File: config.mk
export PLATFORM = sky130hd
export DESIGN_NAME = wbm_single
export DESIGN_NICKNAME = d
export VERILOG_FILES = /design/src/rtl/wbm_single.sv
export SDC_FILE = /design/constraint.sdc
export NUM_CORES = 1
export LEC_CHECK = 0
export BUFFER_PORTS_ARGS = -buffer_cell sky130_fd_sc_hd__buf_2
export CAP_MARGIN = 20
export CORE_MARGIN = 1
export CORE_UTILIZATION = 29
export DETAILED_ROUTE_END_ITERATION = 16
export PLACE_DENSITY = 0.58
export SETUP_SLACK_MARGIN = 0.2
export SLEW_MARGIN = 5
export SYNTH_ARGS = -nofsm -noshare
export SYNTH_HDL_FRONTEND = slang
export SYNTH_SLANG_ARGS = --single-unit
File: constraint.sdc
create_clock -name i_clk -period 1.85 [get_ports i_clk]
set_input_delay 0.0925 -clock i_clk [delete_from_list [all_inputs] [get_ports i_clk]]
set_output_delay 0.0925 -clock i_clk [all_outputs]
set_load 0.02 [all_outputs]
File: src/rtl/wbm_single.sv
// wbm_single: Wishbone B4 pipelined single-cycle bus initiator with a strobe/busy command port.
// Optional cycle timeout is compiled in with `define WBM_SINGLE_TIMEOUT_EN.
module wbm_single #(
  parameter int AW             = 30,
  parameter int TIMEOUT_CYCLES = 1023,
  parameter int TW             = 10
) (
  input  logic          i_clk,
  input  logic          i_reset_n,
  input  logic          i_cmd_stb,
  input  logic          i_cmd_we,
  input  logic [AW-1:0] i_cmd_addr,
  input  logic [31:0]   i_cmd_data,
  input  logic [3:0]    i_cmd_sel,
  output logic          o_cmd_busy,
  output logic          o_rsp_stb,
  output logic [31:0]   o_rsp_data,
  output logic          o_rsp_err,
  output logic          o_wb_cyc,
  output logic          o_wb_stb,
  output logic          o_wb_we,
  output logic [AW-1:0] o_wb_addr,
  output logic [31:0]   o_wb_data,
  output logic [3:0]    o_wb_sel,
  input  logic          i_wb_stall,
  input  logic          i_wb_ack,
  input  logic          i_wb_err,
  input  logic [31:0]   i_wb_data
);
  if (2**TW <= TIMEOUT_CYCLES) begin : g_tw_check
    $error("TW too narrow for TIMEOUT_CYCLES");
  end
  typedef enum logic [1:0] {S_IDLE, S_REQ, S_WAIT} state_t;
  state_t state_q, state_d;
  logic          we_q, we_d;
  logic [AW-1:0] addr_q, addr_d;
  logic [31:0]   data_q, data_d;
  logic [3:0]    sel_q, sel_d;
  logic          rsp_stb_q, rsp_stb_d;
  logic          rsp_err_q, rsp_err_d;
  logic [31:0]   rsp_data_q, rsp_data_d;
  logic          accept, taken, bus_done, tmo, tmo_hit, fin, fin_err;
`ifdef WBM_SINGLE_TIMEOUT_EN
  logic [TW-1:0] cnt_q, cnt_d;
  assign tmo = cnt_q == TW'(TIMEOUT_CYCLES);
  always_comb cnt_d = accept ? '0 : (state_q != S_IDLE) ? cnt_q + 1'b1 : cnt_q;
  always_ff @(posedge i_clk or negedge i_reset_n)
    if (!i_reset_n) cnt_q <= '0;
    else cnt_q <= cnt_d;
`else
  assign tmo = 1'b0;
`endif
  // A response in the same cycle the request is taken completes it directly.
  always_comb begin
    accept   = (state_q == S_IDLE) && i_cmd_stb;
    taken    = (state_q == S_WAIT) || ((state_q == S_REQ) && !i_wb_stall);
    bus_done = taken && (i_wb_ack || i_wb_err);
    tmo_hit  = (state_q != S_IDLE) && tmo && !bus_done;
    fin      = bus_done || tmo_hit;
    fin_err  = (taken && i_wb_err) || tmo_hit;
    state_d  = accept ? S_REQ :
               fin ? S_IDLE :
               (state_q == S_REQ && !i_wb_stall) ? S_WAIT : state_q;
  end
  always_ff @(posedge i_clk or negedge i_reset_n)
    if (!i_reset_n) state_q <= S_IDLE;
    else state_q <= state_d;
  always_comb begin
    we_d       = accept ? i_cmd_we : we_q;
    addr_d     = accept ? i_cmd_addr : addr_q;
    data_d     = accept ? i_cmd_data : data_q;
    sel_d      = accept ? i_cmd_sel : sel_q;
    rsp_stb_d  = fin;
    rsp_err_d  = fin_err;
    rsp_data_d = fin_err ? '0 : (fin && !we_q) ? i_wb_data : rsp_data_q;
  end
  always_ff @(posedge i_clk or negedge i_reset_n)
    if (!i_reset_n) begin
      we_q       <= 1'b0;
      addr_q     <= '0;
      data_q     <= '0;
      sel_q      <= '0;
      rsp_stb_q  <= 1'b0;
      rsp_err_q  <= 1'b0;
      rsp_data_q <= '0;
    end else begin
      we_q       <= we_d;
      addr_q     <= addr_d;
      data_q     <= data_d;
      sel_q      <= sel_d;
      rsp_stb_q  <= rsp_stb_d;
      rsp_err_q  <= rsp_err_d;
      rsp_data_q <= rsp_data_d;
    end
  always_comb begin
    o_wb_cyc   = state_q != S_IDLE;
    o_wb_stb   = state_q == S_REQ;
    o_cmd_busy = state_q != S_IDLE;
    o_wb_we    = we_q;
    o_wb_addr  = addr_q;
    o_wb_data  = data_q;
    o_wb_sel   = sel_q;
    o_rsp_stb  = rsp_stb_q;
    o_rsp_err  = rsp_err_q;
    o_rsp_data = rsp_data_q;
  end
endmodule

[Yosys cells after proc, flatten, opt, wreduce, memory -nomap -nowiden]
Index checks and enable logic that the tools add are counted.
Word-level totals
  register bits after elaboration: 103
  bits of input ports: 105
  output and inout bits: 104
  word-level logic and storage cells: 28
Cells by class
  eq/ne operators: 2
  multiplexer cells: 5
  reduce and logical (&&, ||, !) cells: 13
Operator list (number)
  32-bit 2-to-1 mux: 2
  2-bit 2-to-1 mux: 3
  1-bit logical AND: 5
  2-bit nonzero test: 2
  3-bit nonzero test: 1
  2-bit by 1-bit equality test with 1-bit output, second input constant: 1
  2-bit equality test, second input constant: 1
  1-bit zero test: 2
  2-bit zero test: 1
  1-bit logical OR: 2

[Longest topological paths before layout]
Gate-level depths: netlist of run 1.
  depth in word-level cells: 7
  depth in mapped cells: 5
  depth with buffers taken out: 3

[Least setup slack after synthesis of run 1]
Ideal clock, no wire load.
  kind: reg-to-reg
  from: reg state_q[1]
  to: reg addr_q[14], in the netlist o_wb_addr[14]
  library setup time: 127 ps
  arrival time: 1417 ps
  required time: 1723 ps
  setup slack: 305 ps
  stages on the path, launching flop included: 6
  buffers on the path: 2
  period minus slack after synthesis: 1545 ps
  cell sequence: dfrtp_1 > or2_4 > nor2_4 > buf_6 > buf_6 > mux2_1
Between the ends
  longest elaborated chain between the ends: 2
RTL lines
  from (decl): line 34  | state_t state_q, state_d;
  from (signal assigned): line 67  | else state_q <= state_d;
  2-bit zero test: line 55  | accept = (state_q == S_IDLE) && i_cmd_stb;
  1-bit logical AND: line 55
  to (signal assigned): line 88  | addr_q <= addr_d;
  to (decl): line 36  | logic [AW-1:0] addr_q, addr_d;
Every way passes these cells.
A chain may end at the register's enable or synchronous reset.

[Worst setup path in the final report of run 1]
  from: reg state_q[1]
  to: reg sel_q[2], in the netlist o_wb_sel[2]
Between the ends
  longest elaborated chain between the ends: 2
RTL lines
  2-bit zero test: line 55
  1-bit logical AND: line 55
  to (signal assigned): line 90  | sel_q <= sel_d;
  to (decl): line 38  | logic [3:0] sel_q, sel_d;
Every way passes these cells.

==> results.md, run 1 <==
- Area of the multi-input gates: 1180 sq um
- Minimum clock period: 1.65 ns
- GRT overflow: 0
- Distinct cells, synth: 18
- YS warnings: 0
- Clk sink count: 103
- RePlAce Congestion: 0.682
- Worst path required time: 2.07 ns
- Launch point of the worst hold path: i_wb_ack
- Worst-Skew Late Latency: 0.34 ns
- Routed vias/inst: 4.32
- Crit path arrival time: 1.87 ns
- Ranking of synthesized cells by area: dfrtp_1 (67%), mux2_2 (11%), mux2_1 (8.8%)
- CP Class: reg2reg
- First-pass GRT wire length: 15600 um
- Vias in the first global route: 3345
- Synth Instances: 236
- Pin count of the biggest net entering global routing: 104
- Detailed Route Iter0 Violations: 71
- Final Max Tran Viols: 0
- Worst r2r src: state_q[1]
- Root buffer cell: clkbuf_16
- Die Width: 117 um
- Max FO, Critical Path: 9
- P_leak: 0.00325 uW
- Setup-failing EPs final: 0
- Core ar.: 12800 sq um
- # diodes: 0
- Max frequency: 607 MHz
- Initial Util: 0.300
- R2r setup slk: 0.20 ns
- Routed Antenna Nets: 0
- Worst Hold Path EP: o_rsp_stb
- Worst setup margin: 0.204 ns
- Setup Skew: 0.00379 ns
- Via Count: 3163
- Longest Clk Path Bufs: 2
- Die area: 13700 sq um
- DRC: 0
- XOR/XNOR Fraction of Synth Area: 0
- Rel. slew slack: 0.605
- Num ports: 209
- Synth Area in Compound Gates: 0.0812
- Gr usage total: 0.151
- Outcome: finished clean
- Number of port buffers: 208
- Post-Synth Simple-Gate Area: 0.0206
- Total power: 10700 uW
- RSZ-0062 raised after global routing: yes
- Placed wire-length estimate: 6180 um
- Sequential share of the synthesized area: 0.672
- Share of cells above drive strength 1: 0.509
- Pre-CTS WS: 0.0341 ns
- Synthesized Nets: 341
- Max-capacitance violation count: 0
- Largest family of logic cells by synthesized area: multiplexers
- Worst-Margin Slew: 0.593 ns
- Cell depth of the worst flop-to-flop path: 5
- RR Endpoint: o_wb_sel[2]
- Post-synthesis mux area share: 0.197
- Total wire length: 10700 um
- # rows: 41
- Top cell type by total area after synthesis: dfrtp_1
- Crit start category: flop
- Power per cell area: 1640 nW/um^2
- CP Capture Type: flop
- TritonCTS Buffers: 9
- Final core utilization: 0.511
- Clk slew on worst S/H paths: 0.07 ns
- CTS tree: yes
- Fill cells: 1087
- FF+latch area: 2580 sq um
- Synth Area in Adders: 0
- Period utilization: 0.890
- H-Tree Depth: 3
- Die Y: 117 um
- VDD IR max: 0.000661 V
- Yosys reg bits: 103
- WHS Path Cells: 3
- Nets: 660
- Mapped Avg Cell Area: 16.2 sq um
- Synth top area share: 0.672
- Hold Crit Class: in2reg
- Final hold vios: 0
- Area growth syn-to-layout: 70.2%
- Initial antenna violation count: 0
- Post-Syn Area: 3830 sq um
- Drt wl/cell: 14.7 um
- Pre-antenna DRT Iters: 4
## layout make-up
cell class                      count  area share
Inverter                            2     0.00115
Tap cell                          172      0.0330
Multi-Input combinational cell    117       0.182
Clock inverter                      5     0.00882
Clock buffer                       11      0.0357
Sequential cell                   103       0.395
Timing Repair Buffer              322       0.345
## power breakdown
group	switching (uW)	leakage [uW]	internal, uW	total [uW]
Clock	805	0.000144	1050	1860
Combinational	2730	0.00184	2210	4940
Sequential	544	0.00127	3350	3890
Total	4080	0.00325	6610	10700
## placed cells by master (no fill, tap or decap), drive strengths merged
master / n
nor3: 1
nor2b: 3
buf: 220
dlygate4sd3: 100
or2: 1
bufinv: 1
clkinv: 3
inv: 3
clkbuf: 13
nor3b: 1
o22ai: 1
nor2: 5
a22o: 32
dfrtp: 103
o211a: 1
mux2: 67
o21ai: 3
nand2: 2
## flip-flops by register name, summed over array words and instances, names as in the netlist
register    count
o_rsp_data     32
o_wb_data      32
o_wb_addr      30
o_wb_sel        4
state_q         2
o_rsp_err       1
o_rsp_stb       1
o_wb_we         1
## metrics by stage
| step | TNS [ns] | std cells | cell area, sq um | hold WS [ns] |
|---|---|---|---|---|
| final | 0 | 732 | 6530 | 0.0168 |
| after CTS | 0 | 725 | 6390 | 0.00436 |
| after detailed placement | 0 | 609 | 5090 | 0.200 |
| after floorplan | 0 | 236 | 3830 | -0.203 |
| after global placement | -2.77 | 608 | 5080 | 0.199 |
| after global routing | 0 | 732 | 6530 | 0.0482 |
## timing repair
item | CTS | global route
gates cloned | 0 | 3
setup buffers | 0 | 4
gates resized for setup | 1 | 9
endpoints found under the hold margin | 202 | 0
endpoints found under the setup margin | 32 | 79
hold buffers | 100 | 0
## worst max-delay path: stages, from the launching register on
cell and delay, ns:
dfrtp_2 0.45, or2_4 0.26, nor2_4 0.17, buf_6 0.16, buf_12 0.14, mux2_2 0.35
## worst max path at each step
stage | start | endpoint | slack, ns | cells after the start
final | state_q[1] | o_wb_sel[2] | 0.20 | 5
after global routing | state_q[1] | o_rsp_data[13] | 0.16 | 4
after CTS | state_q[1] | o_rsp_data[14] | 0.23 | 4
after detailed placement | state_q[1] | o_rsp_data[14] | 0.03 | 4
after global placement | state_q[0] | o_rsp_data[3] | -0.09 | 3
after floorplan | state_q[1] | o_wb_addr[14] | 0.31 | 5
## per-layer routing
metal,vias up,part of all wire,track usage
met3,16,0.067,0.0438
met2,121,0.51,0.274
met4,0,0.020,0.0726
met1,1532,0.40,0.162
met5,-,0,0
li1,1494,-,-
## kinds of logic after synthesis
kind of cell | after synthesis
flops | 103
mux | 67
compound gates | 37
buf+inv | 16
simple gates | 13
## cell usage after synthesis, drive strengths merged
library cell / instances
o22ai: 1
o211a: 1
buf: 14
nand2: 2
dfrtp: 103
nor3b: 1
o21ai: 3
nor2: 5
mux2: 67
or2: 1
inv: 2
a22o: 32
nor3: 1
nor2b: 3
No activity file was read; power rests on OpenSTA's default activity.
==> inputs of run 2 (changes only) <==
--- a/config.mk
+++ b/config.mk
@@ -7,11 +7,12 @@
 export LEC_CHECK = 0
 export BUFFER_PORTS_ARGS = -buffer_cell sky130_fd_sc_hd__buf_2
 export CAP_MARGIN = 20
-export CORE_MARGIN = 1
+export CORE_MARGIN = 2
 export CORE_UTILIZATION = 29
 export DETAILED_ROUTE_END_ITERATION = 16
 export PLACE_DENSITY = 0.58
 export SETUP_SLACK_MARGIN = 0.2
+export SKIP_CTS_REPAIR_TIMING = 1
 export SLEW_MARGIN = 5
 export SYNTH_ARGS = -nofsm -noshare
 export SYNTH_HDL_FRONTEND = slang
==> results.md, run 2 (synthesis results as in run 1) <==
- Outcome: finished with violations (was finished clean)
- Failing checks: negative hold slack
- Die Y: 119 um (was 117 um)
- Clk sink count: 103 (unchanged)
- Routed Antenna Nets: 0 (unchanged)
- DRC: 0 (unchanged)
- Longest Clk Path Bufs: 2 (unchanged)
- Rel. slew slack: 0.700 (was 0.605)
- Total wire length: 10600 um (was 10700 um)
- CP max stage cell: dfrtp_2 (unchanged)
- Num ports: 209 (unchanged)
- CTS tree: yes (unchanged)
- Final hold vios: 2 (was 0)
- Period utilization: 0.880 (was 0.890)
- # diodes: 0 (unchanged)
- TritonCTS Buffers: 9 (unchanged)
- Nets: 654 (was 660)
- Pre-antenna DRT Iters: 4 (unchanged)
- Pin count of the biggest net entering global routing: 53 (was 104)
- VDD IR max: 0.000662 V (was 0.000661 V)
- Post-route insts no fill: 728 (was 732)
- H-Tree Depth: 3 (unchanged)
- Root buffer cell: clkbuf_16 (unchanged)
- Area of the multi-input gates: 1150 sq um (was 1180 sq um)
- Fin Hold WS: -0.0137 ns (was 0.0168 ns)
- Total negative slack: 0 ns (unchanged)
- Max FO, Critical Path: 15 (was 9)
- RePlAce Congestion: 0.722 (was 0.682)
- Commonest cells after routing, fill and taps aside: buf_2 (207), dfrtp_1 (102), dlygate4sd3_1 (97), mux2_2 (37), a22o_1 (32) (was buf_2 (207), dfrtp_1 (102), dlygate4sd3_1 (100), mux2_2 (37), a22o_1 (32))
- Number of port buffers: 208 (unchanged)
- Final Max Tran Viols: 0 (unchanged)
- Drt wl/cell: 14.5 um (was 14.7 um)
- Max-capacitance violation count: 0 (unchanged)
- FF+latch area: 2580 sq um (unchanged)
- Gr usage total: 0.123 (was 0.151)
- Crit start category: flop (unchanged)
- Initial Util: 0.293 (was 0.300)
- Initial antenna violation count: 0 (unchanged)
- Post-DP Area: 5090 sq um (about the same)
- Worst path required time: 2.07 ns (about the same)
- Minimum clock period: 1.63 ns (was 1.65 ns)
- Max frequency: 614 MHz (was 607 MHz)
- Vias in the first global route: 2753 (was 3345)
- Worst-Margin Slew: 0.450 ns (was 0.593 ns)
- CP Capture Type: flop (unchanged)
- Critical Path Max Stage Delay: 0.44 ns (was 0.45 ns)
- Share of cells above drive strength 1: 0.493 (was 0.509)
- Critical path cell sequence: or2_4, nor2_4, buf_12, clkbuf_16, mux2_2 (was or2_4, nor2_4, buf_6, buf_12, mux2_2)
- Setup Skew: 0.00397 ns (was 0.00379 ns)
- Crit path arrival time: 1.85 ns (was 1.87 ns)
- Setup-failing EPs final: 0 (unchanged)
- Placed cells: 613 (was 609)
- Routed vias/inst: 4.30 (was 4.32)
- Placed wire-length estimate: 6470 um (was 6180 um)
- Detailed Route Iter0 Violations: 54 (was 71)
- Worst-Skew Late Latency: 0.34 ns (about the same)
- Via Count: 3131 (was 3163)
- Power per cell area: 1630 nW/um^2 (was 1640 nW/um^2)
- Fill cells: 1146 (was 1087)
- CP Class: reg2reg (unchanged)
- Area growth syn-to-layout: 67.4% (was 70.2%)
- Final Cell Area: 6420 sq um (was 6530 sq um)
- Most common cell after layout, fill and taps aside: buf_2 (unchanged)
- Clk slew on worst S/H paths: 0.06 ns (was 0.07 ns)
- Die area: 14200 sq um (was 13700 sq um)
- Core ar.: 13100 sq um (was 12800 sq um)
- Hold Crit Class: in2reg (unchanged)
- Die Width: 119 um (was 117 um)
- RSZ-0062 raised after global routing: yes (unchanged)
- # rows: 42 (was 41)
- First-pass GRT wire length: 13700 um (was 15600 um)
- P_leak: 0.00319 uW (was 0.00325 uW)
- GRT overflow: 0 (unchanged)
-- run 2: changes by cell type in the layout (fill, tap and decap cells not counted), sizes merged --
cell	previous run	this run
buf	220	217
clkbuf	13	15
clkinv	3	0
dlygate4sd3	100	97
inv	3	2
-- run 2: area by class of cell --
type,instances,share of cell area
sequential,103,0.402
timing repair buffer,316,0.340
multi-input combinational,117,0.179
clock buffer,13,0.0390
tap,176,0.0343
clock inverter,1,0.00468
inverter,2,0.00117
-- run 2: worst max-delay path, delay by kind of cell, from the launching register on --
| kind | cells | cell delay, ns |
|---|---|---|
| buffers and inverters | 2 | 0.32 |
| flip-flops | 1 | 0.44 |
| multiplexers | 1 | 0.35 |
| AND/OR/NAND/NOR | 2 | 0.40 |
-- run 2: per-stage QoR --
| stage | worst slack (ns) | total power [uW] | utilization | hold WS [ns] |
|---|---|---|---|---|
| 6_report | 0.222 | 10500 | 0.491 | -0.0137 |
| 2_1_floorplan | 0.305 | 6760 | - | -0.203 |
| 3_5_place_dp | 0.238 | 8390 | 0.389 | 0.0717 |
| 5_1_grt | 0.161 | 11100 | 0.491 | -0.000320 |
| 3_3_place_gp | 0.285 | 8290 | 0.389 | 0.0733 |
| 4_1_cts | 0.221 | 10300 | 0.410 | -0.300 |
-- run 2: routing by layer --
| metal | track usage | up-vias | share of wire |
|---|---|---|---|
| met3 | 0.0378 | 15 | 0.060 |
| met1 | 0.146 | 1518 | 0.40 |
| met5 | 0 | - | 0 |
| li1 | - | 1474 | - |
| met2 | 0.204 | 124 | 0.52 |
| met4 | 0.0588 | 0 | 0.020 |
-- run 2: power breakdown --
group	switching (uW)	internal, uW	leakage (uW)	total (uW)
logic	2690	2070	0.00179	4760
clock network	756	1070	0.000136	1830
registers	544	3350	0.00127	3890
total	3990	6490	0.00319	10500
-- run 2: final timing paths --
kind	cells past startpoint	endpoint	slack (ns)	startpoint
max reg2reg	5	o_wb_addr[29]	0.22	state_q[1]
max	5	o_wb_addr[29]	0.22	state_q[1]
max in group asynchronous	3	state_q[1]	0.94	i_reset_n
min	2	o_rsp_data[10]	-0.01	i_wb_data[10]
min reg2reg	1	o_wb_addr[21]	0.48	o_wb_addr[21]
min in group asynchronous	2	o_wb_data[27]	0.25	i_reset_n
==> inputs of run 3 (changes only) <==
--- a/config.mk
+++ b/config.mk
@@ -11,6 +11,7 @@
 export CORE_UTILIZATION = 29
 export DETAILED_ROUTE_END_ITERATION = 16
 export PLACE_DENSITY = 0.58
+export REMOVE_ABC_BUFFERS = 1
 export SETUP_SLACK_MARGIN = 0.2
 export SKIP_CTS_REPAIR_TIMING = 1
 export SLEW_MARGIN = 5
==> results.md, run 3 (synthesis results as in run 1) <==
- Rel. slew slack: 0.611 (was 0.700)
- Max FO, Critical Path: 23 (was 15)
- Clk slew on worst S/H paths: 0.06 ns (about the same)
- Pre-CTS WS: 0.194 ns (was 0.238 ns)
- Crit start category: flop (unchanged)
- Gr usage total: 0.126 (was 0.123)
- Critical path cell sequence: or2_4, nor2_4, buf_4, buf_12, mux2_2 (was or2_4, nor2_4, buf_12, clkbuf_16, mux2_2)
- Die area: 14200 sq um (unchanged)
- Area growth syn-to-layout: 67.0% (was 67.4%)
- Num ports: 209 (unchanged)
- Routed Antenna Nets: 0 (unchanged)
- TritonCTS Buffers: 9 (unchanged)
- Core ar.: 13100 sq um (unchanged)
- Worst path required time: 2.07 ns (about the same)
- Total power: 10500 uW (about the same)
- Share of cells above drive strength 1: 0.494 (was 0.493)
- CP Capture Type: flop (unchanged)
- P_leak: 0.00318 uW (was 0.00319 uW)
- CP max stage cell: dfrtp_1 (was dfrtp_2)
- Minimum clock period: 1.61 ns (was 1.63 ns)
- Die Width: 119 um (unchanged)
- H-Tree Depth: 3 (unchanged)
- Post-DP Area: 5060 sq um (was 5090 sq um)
- Nets: 653 (was 654)
- Longest Clk Path Bufs: 2 (unchanged)
- Setup-failing EPs final: 0 (unchanged)
- Drt wl/cell: 14.1 um (was 14.5 um)
- Detailed Route Iter0 Violations: 121 (was 54)
- Final hold vios: 0 (was 2)
- Vias in the first global route: 2836 (was 2753)
- Total negative slack: 0 ns (unchanged)
- VDD IR max: 0.000707 V (was 0.000662 V)
- Setup Skew: 0.00672 ns (was 0.00397 ns)
- GRT overflow: 0 (unchanged)
- Worst r2r src: state_q[0] (was state_q[1])
- DRC: 0 (unchanged)
- Worst setup margin: 0.245 ns (was 0.222 ns)
- First-pass GRT wire length: 14200 um (was 13700 um)
- Critical Path Max Stage Delay: 0.42 ns (was 0.44 ns)
- Routed vias/inst: 4.33 (was 4.30)
- Final Cell Area: 6400 sq um (was 6420 sq um)
- Clk sink count: 103 (unchanged)
- Final Max Tran Viols: 0 (unchanged)
- Launch point of the worst hold path: i_cmd_addr[7] (was i_wb_data[10])
- # diodes: 0 (unchanged)
- Pin count of the biggest net entering global routing: 104 (was 53)
- Crit path arrival time: 1.82 ns (was 1.85 ns)
- Die Y: 119 um (unchanged)
- # rows: 42 (unchanged)
- Number of port buffers: 208 (unchanged)
- Placed wire-length estimate: 6300 um (was 6470 um)
- Placed cells: 611 (was 613)
- Pre-antenna DRT Iters: 4 (unchanged)
- Period utilization: 0.868 (was 0.880)
- RePlAce Congestion: 0.711 (was 0.722)
- Worst-Skew Late Latency: 0.33 ns (was 0.34 ns)
- Worst-Margin Slew: 0.583 ns (was 0.450 ns)
- Initial antenna violation count: 0 (unchanged)
- RSZ-0062 raised after global routing: yes (unchanged)
- Power per cell area: 1640 nW/um^2 (was 1630 nW/um^2)
- Most common cell after layout, fill and taps aside: buf_2 (unchanged)
- Initial Util: 0.293 (unchanged)
- Start point of the critical path: state_q[0] (was state_q[1])
- Commonest cells after routing, fill and taps aside: buf_2 (207), dfrtp_1 (102), dlygate4sd3_1 (98), mux2_2 (37), a22o_1 (32) (was buf_2 (207), dfrtp_1 (102), dlygate4sd3_1 (97), mux2_2 (37), a22o_1 (32))
- Max-capacitance violation count: 0 (unchanged)
- Outcome: finished clean (was finished with violations)
- Hold Crit Class: in2reg (unchanged)
- CP Class: reg2reg (unchanged)
- Max frequency: 623 MHz (was 614 MHz)
- Post-route insts no fill: 727 (was 728)
- Via Count: 3149 (was 3131)
- CTS tree: yes (unchanged)
- Root buffer cell: clkbuf_16 (unchanged)
- Total wire length: 10200 um (was 10600 um)
## run 3: cell types whose count changed in the layout (fill, tap and decap cells not counted), sizes merged
cell,delta
buf,-1
bufinv,+1
clkbuf,-4
clkinv,+1
clkinvlp,+1
dlygate4sd3,+1
## run 3: where the power goes
| part | internal [uW] | total (uW) | switching (uW) |
|---|---|---|---|
| combinational | 2010 | 4680 | 2670 |
| sequential | 3350 | 3900 | 550 |
| clock | 1170 | 1940 | 774 |
| total | 6520 | 10500 | 3990 |
## run 3: final timing paths
check                           endpoint  depth (start not counted)  slack, ns
setup / recovery            o_wb_addr[8]                          5       0.24
hold / removal              o_wb_addr[7]                          2      0.005
setup reg to reg            o_wb_addr[8]                          5       0.24
hold reg to reg            o_wb_data[12]                          1       0.48
max in group asynchronous     state_q[1]                          3       1.02
min in group asynchronous   o_wb_addr[1]                          3       0.34
## run 3: per-layer routing
layer,up-vias,share of wire,global-route usage
met5,-,0,0
met4,0,0.013,0.0446
met3,12,0.074,0.0465
met2,148,0.50,0.205
met1,1515,0.41,0.153
li1,1474,-,-
## run 3: metrics by stage
step / hold WS, ns / utilization
global placement: 0.201 / 0.387
floorplan: -0.203 / -
CTS: -0.162 / 0.410
finish: 0.00537 / 0.489
global route: 0.00655 / 0.489
detailed placement: 0.206 / 0.387
## run 3: layout make-up
class,count,area [sq um]
clock inverters,4,72.6
multi-input cells,117,1150
clock buffers,10,229
repair buffers,315,2150
fillers,1149,6680
well taps,176,220
flip-flops and latches,103,2580
inverters,2,7.51
## run 3: worst max-delay path, delay by kind of cell (launching register included)
kind / cells / cell delay [ns]
buffers and inverters: 2 / 0.30
muxes: 1 / 0.36
and+or+nand+nor: 2 / 0.40
DFF: 1 / 0.42
